## src/rtl/commit_trace_streamer_pkg.sv

```systemverilog
// Shared record layout, serializer state encoding and word-select helpers for commit_trace_streamer.
// Build option COMMIT_TRACE_TIMESTAMP_EN appends a 32-bit cycle stamp as a fifth record word.
package commit_trace_streamer_pkg;

    localparam int unsigned WORD_W      = 32;
    localparam int unsigned WADDR_W     = 5;
    localparam int unsigned W2_WEN_BIT  = 31;
    localparam int unsigned W2_DROP_BIT = 30;

`ifdef COMMIT_TRACE_TIMESTAMP_EN
    localparam int unsigned WORDS_PER_REC = 5;
`else
    localparam int unsigned WORDS_PER_REC = 4;
`endif
    localparam int unsigned LAST_IDX = WORDS_PER_REC - 1;

    // Word n of a record lives at bits [32n +: 32], so pc is the least significant field.
    typedef struct packed {
`ifdef COMMIT_TRACE_TIMESTAMP_EN
        logic [WORD_W-1:0] ts;
`endif
        logic [WORD_W-1:0] w3;
        logic [WORD_W-1:0] w2;
        logic [WORD_W-1:0] instr;
        logic [WORD_W-1:0] pc;
    } trace_rec_t;

    localparam int unsigned REC_W = $bits(trace_rec_t);

    // Wn is encoded as n+1 so the state value doubles as the index of the following word.
    typedef enum logic [2:0] {
        ST_IDLE = 3'd0,
        ST_W0   = 3'd1,
        ST_W1   = 3'd2,
        ST_W2   = 3'd3,
        ST_W3   = 3'd4,
        ST_W4   = 3'd5
    } ser_state_e;

    function automatic logic [WORD_W-1:0] rec_word(input trace_rec_t rec, input logic [2:0] idx);
        logic [REC_W-1:0] flat;
        flat = rec;
        return flat[int'(idx)*WORD_W +: WORD_W];
    endfunction

    function automatic logic [WORD_W-1:0] make_w2(input logic wen, input logic drop,
                                                  input logic [WADDR_W-1:0] waddr);
        logic [WORD_W-1:0] w;
        w                = '0;
        w[W2_WEN_BIT]    = wen;
        w[W2_DROP_BIT]   = drop;
        w[WADDR_W-1:0]   = waddr;
        return w;
    endfunction

endpackage

```

## src/rtl/commit_trace_streamer_record_fifo.sv

```systemverilog
// Synchronous record FIFO; a push while full is accepted when a pop happens in the same cycle.
// Record width follows COMMIT_TRACE_TIMESTAMP_EN through the WIDTH parameter set by the top.
module trace_record_fifo
    import commit_trace_streamer_pkg::*;
#(
    parameter int unsigned WIDTH = REC_W,
    parameter int unsigned DEPTH = 16
) (
    input  logic                     clk,
    input  logic                     reset,
    input  logic                     i_push,
    input  logic [WIDTH-1:0]         i_data,
    input  logic                     i_pop,
    output logic [WIDTH-1:0]         o_head_c,
    output logic                     o_full_c,
    output logic                     o_empty_c,
    output logic [$clog2(DEPTH):0]   o_level
);

    localparam int unsigned AW = $clog2(DEPTH);
    localparam int unsigned LW = AW + 1;

    logic [WIDTH-1:0] r_mem [DEPTH];
    logic [AW-1:0]    r_wr_ptr;
    logic [AW-1:0]    r_rd_ptr;
    logic [LW-1:0]    r_level;
    logic             w_push;
    logic             w_pop;

    assign o_full_c  = (r_level == LW'(DEPTH));
    assign o_empty_c = (r_level == '0);
    assign o_head_c  = r_mem[r_rd_ptr];
    assign o_level   = r_level;

    assign w_pop  = i_pop && !o_empty_c;
    assign w_push = i_push && (!o_full_c || w_pop);

    // Storage is not reset; only pointers and level define validity.
    always_ff @(posedge clk) begin
        if (w_push) begin
            r_mem[r_wr_ptr] <= i_data;
        end
    end

    always_ff @(posedge clk) begin
        if (reset) begin
            r_wr_ptr <= '0;
            r_rd_ptr <= '0;
            r_level  <= '0;
        end else begin
            if (w_push) begin
                r_wr_ptr <= r_wr_ptr + AW'(1);
            end
            if (w_pop) begin
                r_rd_ptr <= r_rd_ptr + AW'(1);
            end
            case ({w_push, w_pop})
                2'b10:   r_level <= r_level + LW'(1);
                2'b01:   r_level <= r_level - LW'(1);
                default: r_level <= r_level;
            endcase
        end
    end

endmodule

```

## src/rtl/commit_trace_streamer.sv

```systemverilog
// Captures retired-instruction records at MEM/WB and streams them as 32-bit words over valid/ready.
// Define COMMIT_TRACE_TIMESTAMP_EN to append a free-running cycle stamp as a fifth word.
module commit_trace_streamer #(
    parameter int unsigned DEPTH  = 16,
    parameter int unsigned DROP_W = 16
) (
    input  logic                     clk,
    input  logic                     reset,
    input  logic                     trace_en,
    input  logic                     commit_valid,
    input  logic [31:0]              commit_pc,
    input  logic [31:0]              commit_instr,
    input  logic                     commit_gpr_wen,
    input  logic [4:0]               commit_gpr_waddr,
    input  logic [31:0]              commit_gpr_wdata,
    output logic                     trace_valid,
    input  logic                     trace_ready,
    output logic [31:0]              trace_data,
    output logic                     trace_last,
    output logic [DROP_W-1:0]        drop_count,
    output logic [$clog2(DEPTH):0]   fifo_level
);

    import commit_trace_streamer_pkg::*;

    localparam int unsigned LVL_W = $clog2(DEPTH) + 1;

    trace_rec_t         w_push_rec;
    trace_rec_t         w_head;
    logic [REC_W-1:0]   w_head_bits;
    logic               w_push_req;
    logic               w_push;
    logic               w_pop;
    logic               w_drop;
    logic               w_fifo_full;
    logic               w_fifo_empty;
    logic [LVL_W-1:0]   w_level;
    logic [2:0]         w_next_idx;

    logic               r_drop_pending;
    logic [DROP_W-1:0]  r_drop_count;
    ser_state_e         r_state;
    trace_rec_t         r_rec;
    logic               r_trace_valid;
    logic               r_trace_last;
    logic [WORD_W-1:0]  r_trace_data;

`ifdef COMMIT_TRACE_TIMESTAMP_EN
    logic [31:0]        r_cycle;

    always_ff @(posedge clk) begin
        if (reset) begin
            r_cycle <= '0;
        end else begin
            r_cycle <= r_cycle + 32'd1;
        end
    end
`endif

    // Record assembly from the MEM/WB commit bus.
    always_comb begin
        w_push_rec       = '0;
        w_push_rec.pc    = commit_pc;
        w_push_rec.instr = commit_instr;
        w_push_rec.w2    = make_w2(commit_gpr_wen, r_drop_pending, commit_gpr_waddr);
        w_push_rec.w3    = commit_gpr_wen ? commit_gpr_wdata : '0;
`ifdef COMMIT_TRACE_TIMESTAMP_EN
        w_push_rec.ts    = r_cycle;
`endif
    end

    // The serializer pops when idle or when the last word of the current record handshakes.
    assign w_pop      = !w_fifo_empty &&
                        ((r_state == ST_IDLE) || (r_trace_valid && trace_ready && r_trace_last));
    assign w_push_req = commit_valid && trace_en;
    assign w_push     = w_push_req && (!w_fifo_full || w_pop);
    assign w_drop     = w_push_req && !w_push;
    assign w_head     = trace_rec_t'(w_head_bits);
    assign w_next_idx = 3'(r_state);

    trace_record_fifo #(
        .WIDTH (REC_W),
        .DEPTH (DEPTH)
    ) u_fifo (
        .clk       (clk),
        .reset     (reset),
        .i_push    (w_push),
        .i_data    (w_push_rec),
        .i_pop     (w_pop),
        .o_head_c  (w_head_bits),
        .o_full_c  (w_fifo_full),
        .o_empty_c (w_fifo_empty),
        .o_level   (w_level)
    );

    // Overflow bookkeeping: saturating drop counter and a flag for the next accepted record.
    always_ff @(posedge clk) begin
        if (reset) begin
            r_drop_count   <= '0;
            r_drop_pending <= 1'b0;
        end else begin
            if (w_drop) begin
                r_drop_pending <= 1'b1;
                if (r_drop_count != '1) begin
                    r_drop_count <= r_drop_count + DROP_W'(1);
                end
            end else if (w_push) begin
                r_drop_pending <= 1'b0;
            end
        end
    end

    // Word serializer; a pop on the last-word handshake starts the next record with no bubble.
    always_ff @(posedge clk) begin
        if (reset) begin
            r_state       <= ST_IDLE;
            r_rec         <= '0;
            r_trace_valid <= 1'b0;
            r_trace_last  <= 1'b0;
            r_trace_data  <= '0;
        end else if (w_pop) begin
            r_rec         <= w_head;
            r_trace_data  <= w_head.pc;
            r_trace_valid <= 1'b1;
            r_trace_last  <= 1'b0;
            r_state       <= ST_W0;
        end else if (r_trace_valid && trace_ready) begin
            if (r_trace_last) begin
                r_trace_valid <= 1'b0;
                r_trace_last  <= 1'b0;
                r_state       <= ST_IDLE;
            end else begin
                r_trace_data  <= rec_word(r_rec, w_next_idx);
                r_trace_last  <= (w_next_idx == 3'(LAST_IDX));
                r_state       <= ser_state_e'(r_state + 3'd1);
            end
        end
    end

    assign trace_valid = r_trace_valid;
    assign trace_data  = r_trace_data;
    assign trace_last  = r_trace_last;
    assign drop_count  = r_drop_count;
    assign fifo_level  = w_level;

endmodule

```

## config.mk

```make
export PLATFORM = sky130hd
export DESIGN_NAME = commit_trace_streamer
export DESIGN_NICKNAME = d
export VERILOG_FILES = /design/src/rtl/commit_trace_streamer_pkg.sv /design/src/rtl/commit_trace_streamer_record_fifo.sv /design/src/rtl/commit_trace_streamer.sv
export SDC_FILE = /design/constraint.sdc
export NUM_CORES = 2
export LEC_CHECK = 0
export BUFFER_PORTS_ARGS = -buffer_cell sky130_fd_sc_hd__buf_2
export CAP_MARGIN = 20
export CORE_MARGIN = 3
export CORE_UTILIZATION = 50
export DETAILED_ROUTE_END_ITERATION = 7
export PLACE_DENSITY = 0.64
export SLEW_MARGIN = 30
export SYNTH_ARGS = -nofsm -noshare
export SYNTH_HDL_FRONTEND = slang
export SYNTH_SLANG_ARGS = --single-unit
```

## constraint.sdc

```tcl
create_clock -name clk -period 15.2 [get_ports clk]
set_clock_uncertainty 0.15 [all_clocks]
set_input_delay 1.52 -clock clk [delete_from_list [all_inputs] [get_ports clk]]
set_output_delay 1.52 -clock clk [all_outputs]
set_load 0.05 [all_outputs]
```

**Yosys cells after proc, flatten, opt, wreduce, memory -nomap -nowiden**

Memory sizes are Yosys's and may differ from the RTL's. A register that Yosys moved wholly into a read port is not among the register bits.
Index checks and enable logic that the tools add are counted.

- Bits in registers: 195
- Memory bits (writable): 1648
- Bits of input ports: 107
- Word-level logic and storage cells: 70
- Output and inout port bits: 55
- Memories kept: 1

Memories:

| memory | words | width | read ports | clocked after Yosys merged registers in | wr ports | line | source |
|---|---|---|---|---|---|---|---|
| u_fifo.r_mem | 16 | 103 | 1 | 1 | 1 | commit_trace_streamer_record_fifo.sv:23 | `logic [WIDTH-1:0] r_mem [DEPTH];` |

- Shift-type cells: 1
- Equal/unequal tests: 6
- Reductions and logical operators: 24
- Multiplexer cells: 18
- Add/sub/neg operators: 6

Operators with widths:

| kind | count |
|---|---|
| 32-bit 2-to-1 mux | 4 |
| 128-bit by 9-bit variable part select with 32-bit output | 1 |
| 16-bit by 1-bit adder with 16-bit output, second input constant | 1 |
| 16-bit != test, second input constant | 1 |
| 1-bit 2-to-1 mux | 10 |
| 5-bit one-hot mux with 2 select lines | 1 |
| 4-bit by 1-bit adder with 4-bit output, second input constant | 2 |
| 1-bit logical AND | 8 |
| 4-bit 2-to-1 mux | 2 |
| 2-bit nonzero test | 4 |
| 2-bit AND reduction | 3 |
| 5-bit by 1-bit adder with 5-bit output, second input constant | 1 |
| 5-bit == test, second input constant | 1 |
| 5-bit zero test | 1 |
| 5-bit by 1-bit subtractor with 5-bit output, second input constant | 1 |
| 3-bit by 1-bit adder with 3-bit output, second input constant | 1 |
| 3-bit by 2-bit == test with 1-bit output, second input constant | 1 |
| 1-bit zero test | 3 |
| 3-bit zero test | 1 |
| 1-bit logical OR | 3 |
| 3-bit 2-to-1 mux | 1 |
| 2-bit by 1-bit == test with 1-bit output, second input constant | 1 |
| 2-bit == test, second input constant | 1 |
| 2-bit by 1-bit != test with 1-bit output, second input constant | 1 |
| 2-bit OR reduction | 1 |

**Longest topological paths before layout**

- Depth after elaboration: 9
- Mapped depth: 15

**Modules after synthesis**

Synthesis repeated with hierarchy kept, for this count alone.

- Cells, all modules: 4139
- Area total of the unflattened synthesis: 84887.7 um2

By module, submodules not included:

| module | area an instance (um2) | cells an instance | instances |
|---|---|---|---|
| trace_record_fifo | 77271.6 | 3258 | 1 |
| commit_trace_streamer | 7616.1 | 881 | 1 |

**Least setup slack after synthesis**

OpenSTA, ideal clock, no wires.

- Path kind: input port to flip-flop
- Start point: input port trace_ready
- End point: memory u_fifo.r_mem[3][0] in the netlist's numbering (enable)
- Slack: 5.036 ns
- Setup time: 0.690 ns
- Stages: 4
- Data arrival time: 9.323 ns
- Path buffers: 0
- Data required time: 14.360 ns
- Cell sequence: nand3_1 > a41oi_1 > nand2_1 > nor3_1

- Longest elaborated chain between the ends: 9
- Elaborated cells between the ends (all ways): 11
- Classes of those cells: mux (2); reduce/logical (9)

Ends and longest elaborated chain:

| item | line | source |
|---|---|---|
| from (decl) | commit_trace_streamer.sv:17 | `input logic trace_ready,` |
| 1-bit logical AND * (2 in a row) | commit_trace_streamer.sv:74 | `((r_state == ST_IDLE) \|\| (r_trace_valid && trace_ready && r_trace_last));` |
| 1-bit logical OR * | commit_trace_streamer.sv:74 |  |
| 1-bit logical AND * | commit_trace_streamer.sv:73 | `assign w_pop = !w_fifo_empty &&` |
| 1-bit logical OR / 1-bit logical AND (equally long branches) | commit_trace_streamer.sv:76, commit_trace_streamer_record_fifo.sv:35 |  |
| 1-bit logical AND / 1-bit logical OR (equally long branches) | commit_trace_streamer.sv:76, commit_trace_streamer_record_fifo.sv:36 |  |
| 1-bit logical AND * | commit_trace_streamer_record_fifo.sv:36 | `assign w_push = i_push && (!o_full_c \|\| w_pop);` |
| 1-bit 2-to-1 mux * | commit_trace_streamer_record_fifo.sv:40 | `if (w_push) begin` |
| 1-bit 2-to-1 mux (not written as such) * | commit_trace_streamer_record_fifo.sv:41 | `r_mem[r_wr_ptr] <= i_data;` |
| to (decl) | commit_trace_streamer_record_fifo.sv:23 |  |

Mark *: on every way between the ends. The rest lies on a longest branch, timed or not.

**Worst setup path after layout**

- Start point: register r_state[0]
- End point: memory u_fifo.r_mem[11][25] in the netlist's numbering (enable)

- Longest elaborated chain between the ends: 8
- Elaborated cells between the ends (all ways): 10
- Classes of those cells: mux (2); reduce/logical (8)

Ends and longest elaborated chain:

| item | line | source |
|---|---|---|
| from (decl) | commit_trace_streamer.sv:42 | `ser_state_e r_state;` |
| from (signal assigned) | commit_trace_streamer.sv:135 | `r_state <= ser_state_e'(r_state + 3'd1);` |
| 3-bit zero test * | commit_trace_streamer.sv:74 |  |
| 1-bit logical OR * | commit_trace_streamer.sv:74 |  |
| 1-bit logical AND * | commit_trace_streamer.sv:73 |  |
| 1-bit logical OR / 1-bit logical AND (equally long branches) | commit_trace_streamer.sv:76, commit_trace_streamer_record_fifo.sv:35 |  |
| 1-bit logical AND / 1-bit logical OR (equally long branches) | commit_trace_streamer.sv:76, commit_trace_streamer_record_fifo.sv:36 |  |
| 1-bit logical AND * | commit_trace_streamer_record_fifo.sv:36 |  |
| 1-bit 2-to-1 mux * | commit_trace_streamer_record_fifo.sv:40 |  |
| 1-bit 2-to-1 mux (not written as such) * | commit_trace_streamer_record_fifo.sv:41 |  |

Marks and branches as above.

==> summary.md <==
| Metric | Value |
|---|---|
| Tot GR Track Use | 0.2339 |
| Routability Congestion | 0.7953 |
| Final Max Tran Viols | 0 |
| Critical Path Source Type | register |
| Drt initial violations | 3904 |
| CTS tree | built |
| H-tree levels | 4 |
| Top-area cell type share of the netlist area | 0.7159 |
| Synthesis-to-layout area growth | 12.57% |
| Power Density | 159.6 mW/mm² |
| Critical path class | reg -> reg |
| Critical Path RT | 15.46 ns |
| Synthesized net count | 3470 |
| Cts hold-fix bufs | 0 |
| Fmax | 185.3 MHz |
| Reg-to-reg critical path endpoint | u_fifo.r_mem[11][25] |
| Worst slew pin tran | 0.9959 ns |
| Post-DRT Antenna Nets | 0 |
| Clock Pin Slew Worst Setup and Hold Paths | 0.06 ns |
| Drt total wl | 164800 µm |
| GRT Residual Overflow | 0 |
| Outcome | complete, no violations |
| Unrepaired setup endpoints after global routing | no |
| Crit path DAT | 5.65 ns |
| Die Width | 377.8 µm |
| Most frequent cell after synthesis | edfxtp_1 |
| Mapped Cells | 3349 |
| Clock root cell | clkbuf_16 |
| CP Launch Point | r_state[0] |
| Final Hold Viols | 0 |
| Worst vdd ir | 0.1579 mV |
| Die Height | 377.8 µm |
| Main synth FF type | edfxtp_1 |
| FFs w/ async S/R, synth | 0 |
| CP most frequent cell | buf_4 |
| CTS sink cnt | 1822 |
| Cell Chain, Critical Path | inv_1, buf_4, ha_1, nand2b_1, a41oi_1, nand2_1, nor2_4, buf_4, buf_4 |
| #FFs+latches synth | 1822 |
| PortBufs | 161 |
| DRC viols | 0 |
| Cell Area, Synth | 0.06913 mm² |
| Largest net degree at the start of global routing | 148 |
| Most area-consuming cells after synthesis | edfxtp_1 72%, mux4_2 13%, dfxtp_1 5.0%, a22oi_1 1.7%, a21oi_1 1.3% |
| Rel. slew slack | 0.3361 |
| FP Rows | 135 |
| NumNets Final | 3680 |
| Post-synth EDFFs | 1648 |
| Commonest cells post-synth | 1648 x edfxtp_1, 413 x mux4_2, 176 x a21oi_1, 174 x dfxtp_1, 152 x a22oi_1 |
| Max-cap violations | 0 |
| Total power | 12420 µW |
| Netlist cell types | 48 |
| Setup TNS Final | 0 ns |
| Max incr delay on CP | 0.80 ns |
| Vias | 34400 |
| Synth Warn # | 0 |
| First-pass iteration count of the detailed router | 5 |
| TritonCTS buffer count | 178 |
| Io pins | 162 |
| Syn avg cell area | 20.64 µm² |
| Via/cell ratio | 6.261 |
| Hold Crit Class | reg -> reg |
| Synth area leader | edfxtp_1 |
| Resized Gates After CTS | 0 |
| Worst setup path end | u_fifo.r_mem[11][25] |
| Die ar. | 0.1428 mm² |
| Fraction of layout cells with a size suffix above 1 | 0.2502 |
| Initial antenna violation count | 15 |
| Flop2flop setup slack | 9.80 ns |
| Clk buf depth | 3 |
| Crit path time final | 5.396 ns |
| Postcts setup bufs | 0 |
| Critical-path maximum fanout | 50 |
| Final setup fails | 0 |
| FF-to-FF path depth | 9 |
| Sequential fraction of the synthesis area | 0.7663 |
| HPWL Detailed | 92830 µm |
| Clk_lat worst skew | 0.80 ns |
| Fillers | 9819 |
| Initial Util | 0.5071 |
| Tcrit/Tclk final | 0.3550 |
| Setup crit end kind | register |
| Core area | 0.1363 mm² |
| First-pass GRT wire length | 241200 µm |
| Worst-path cell with the longest stage delay | buf_4 |
| Crit Reg-Reg Startpoint | r_state[0] |
| Post-DR wirelength/cell | 30.01 µm |
| Vias in the first global route | 35050 |
| LEAKAGE | 0.02461 µW |
==> worst max-delay path: cells and delay by family (launching register included) <==
family,cells,cell delay (ns)
adder cells (fa/ha/maj),1,0.25
buffers and inverters,4,2.00
flip-flops,1,0.50
AO/OA/AOI/OAI,1,0.70
AND/OR/NAND/NOR,3,1.25
==> worst min-delay path by stage <==
stage / startpoint / endpoint / slack [ns] / cells past startpoint
2_1_floorplan: r_rec[30] / r_rec[30] / 0.27 / 1
3_3_place_gp: r_rec[4] / r_rec[4] / 0.28 / 1
3_5_place_dp: r_rec[31] / r_rec[31] / 0.29 / 1
4_1_cts: r_rec[31] / r_rec[31] / 0.30 / 1
5_1_grt: r_rec[16] / r_rec[16] / 0.32 / 1
6_report: r_rec[31] / r_rec[31] / 0.30 / 1
==> kinds of logic (layout without fill, tap and decap cells) <==
kind of cell | after synthesis | in the layout | share of synthesized area
XOR/XNOR | 10 | 10 | 0.001267
adder cells (fa/ha/maj) | 14 | 14 | 0.002643
other | 0 | 4 | 0
AO/OA/AOI/OAI | 525 | 525 | 0.05059
buffers and inverters | 219 | 579 | 0.01519
AND/OR/NAND/NOR | 277 | 277 | 0.01949
multiplexers | 482 | 482 | 0.1445
flip-flops | 1822 | 1822 | 0.7663
==> placed cells by master (no fill, tap or decap), types with 62 or more instances in the layout <==
cell       instances
edfxtp_1        1648
mux4_2           413
dfxtp_1          169
clkbuf_16        182
a21oi_1          176
mux2i_1           69
buf_2            160
nor2_1           123
a22oi_1          152
buf_4             62
==> area by class of cell <==
type / count / area (µm²) / area share
Inverter: 11 / 41.29 / 0.0005306
Clock buffer: 250 / 4920 / 0.06322
Multi-Input combinational cell: 1308 / 15270 / 0.1962
Clock inverter: 80 / 785.8 / 0.01010
Timing Repair Buffer: 238 / 1580 / 0.02031
Antenna cell: 4 / 10.01 / 0.0001286
Tap cell: 1781 / 2228 / 0.02864
Sequential cell: 1822 / 52980 / 0.6809
==> routing by layer <==
metal	wire, µm	vias to the layer above	share of wire	track usage
met4	3802	10	0.023	0.06139
met5	65	-	0.00039	0
met3	13460	243	0.082	0.04905
met1	67630	18300	0.41	0.3337
li1	-	14370	-	-
met2	79900	1473	0.48	0.3720
==> registers in the layout, indices dropped and copies added (netlist names), named ones only <==
register and count:
u_fifo.o_level 5, r_drop_pending 1, drop_count 16, trace_data 32, r_rec 103, r_state 3
trace_valid 1, u_fifo.r_wr_ptr 4, trace_last 1, u_fifo.r_rd_ptr 4, u_fifo.r_mem 1648
==> where the power goes <==
group	switching, µW	leakage [µW]	internal (µW)
Combinational	1300	0.00550	973
Sequential	228	0.0163	5640
Clock	1800	0.00278	2480
==> per-stage QoR <==
| step | util | area (µm²) | hold slack, ns | worst slack, ns | cells |
|---|---|---|---|---|---|
| CTS | 0.5700 | 77700 | 0.3040 | 9.744 | 5486 |
| global placement | 0.5273 | 71880 | 0.2782 | 9.427 | 5152 |
| finish | 0.5709 | 77820 | 0.3029 | 9.804 | 5494 |
| detailed placement | 0.5281 | 71990 | 0.2908 | 9.378 | 5156 |
| global route | 0.5708 | 77810 | 0.3228 | 9.466 | 5491 |
| floorplan | - | 69130 | 0.2718 | 5.036 | 3349 |
Note: power is estimated with default switching activity, not from simulation.
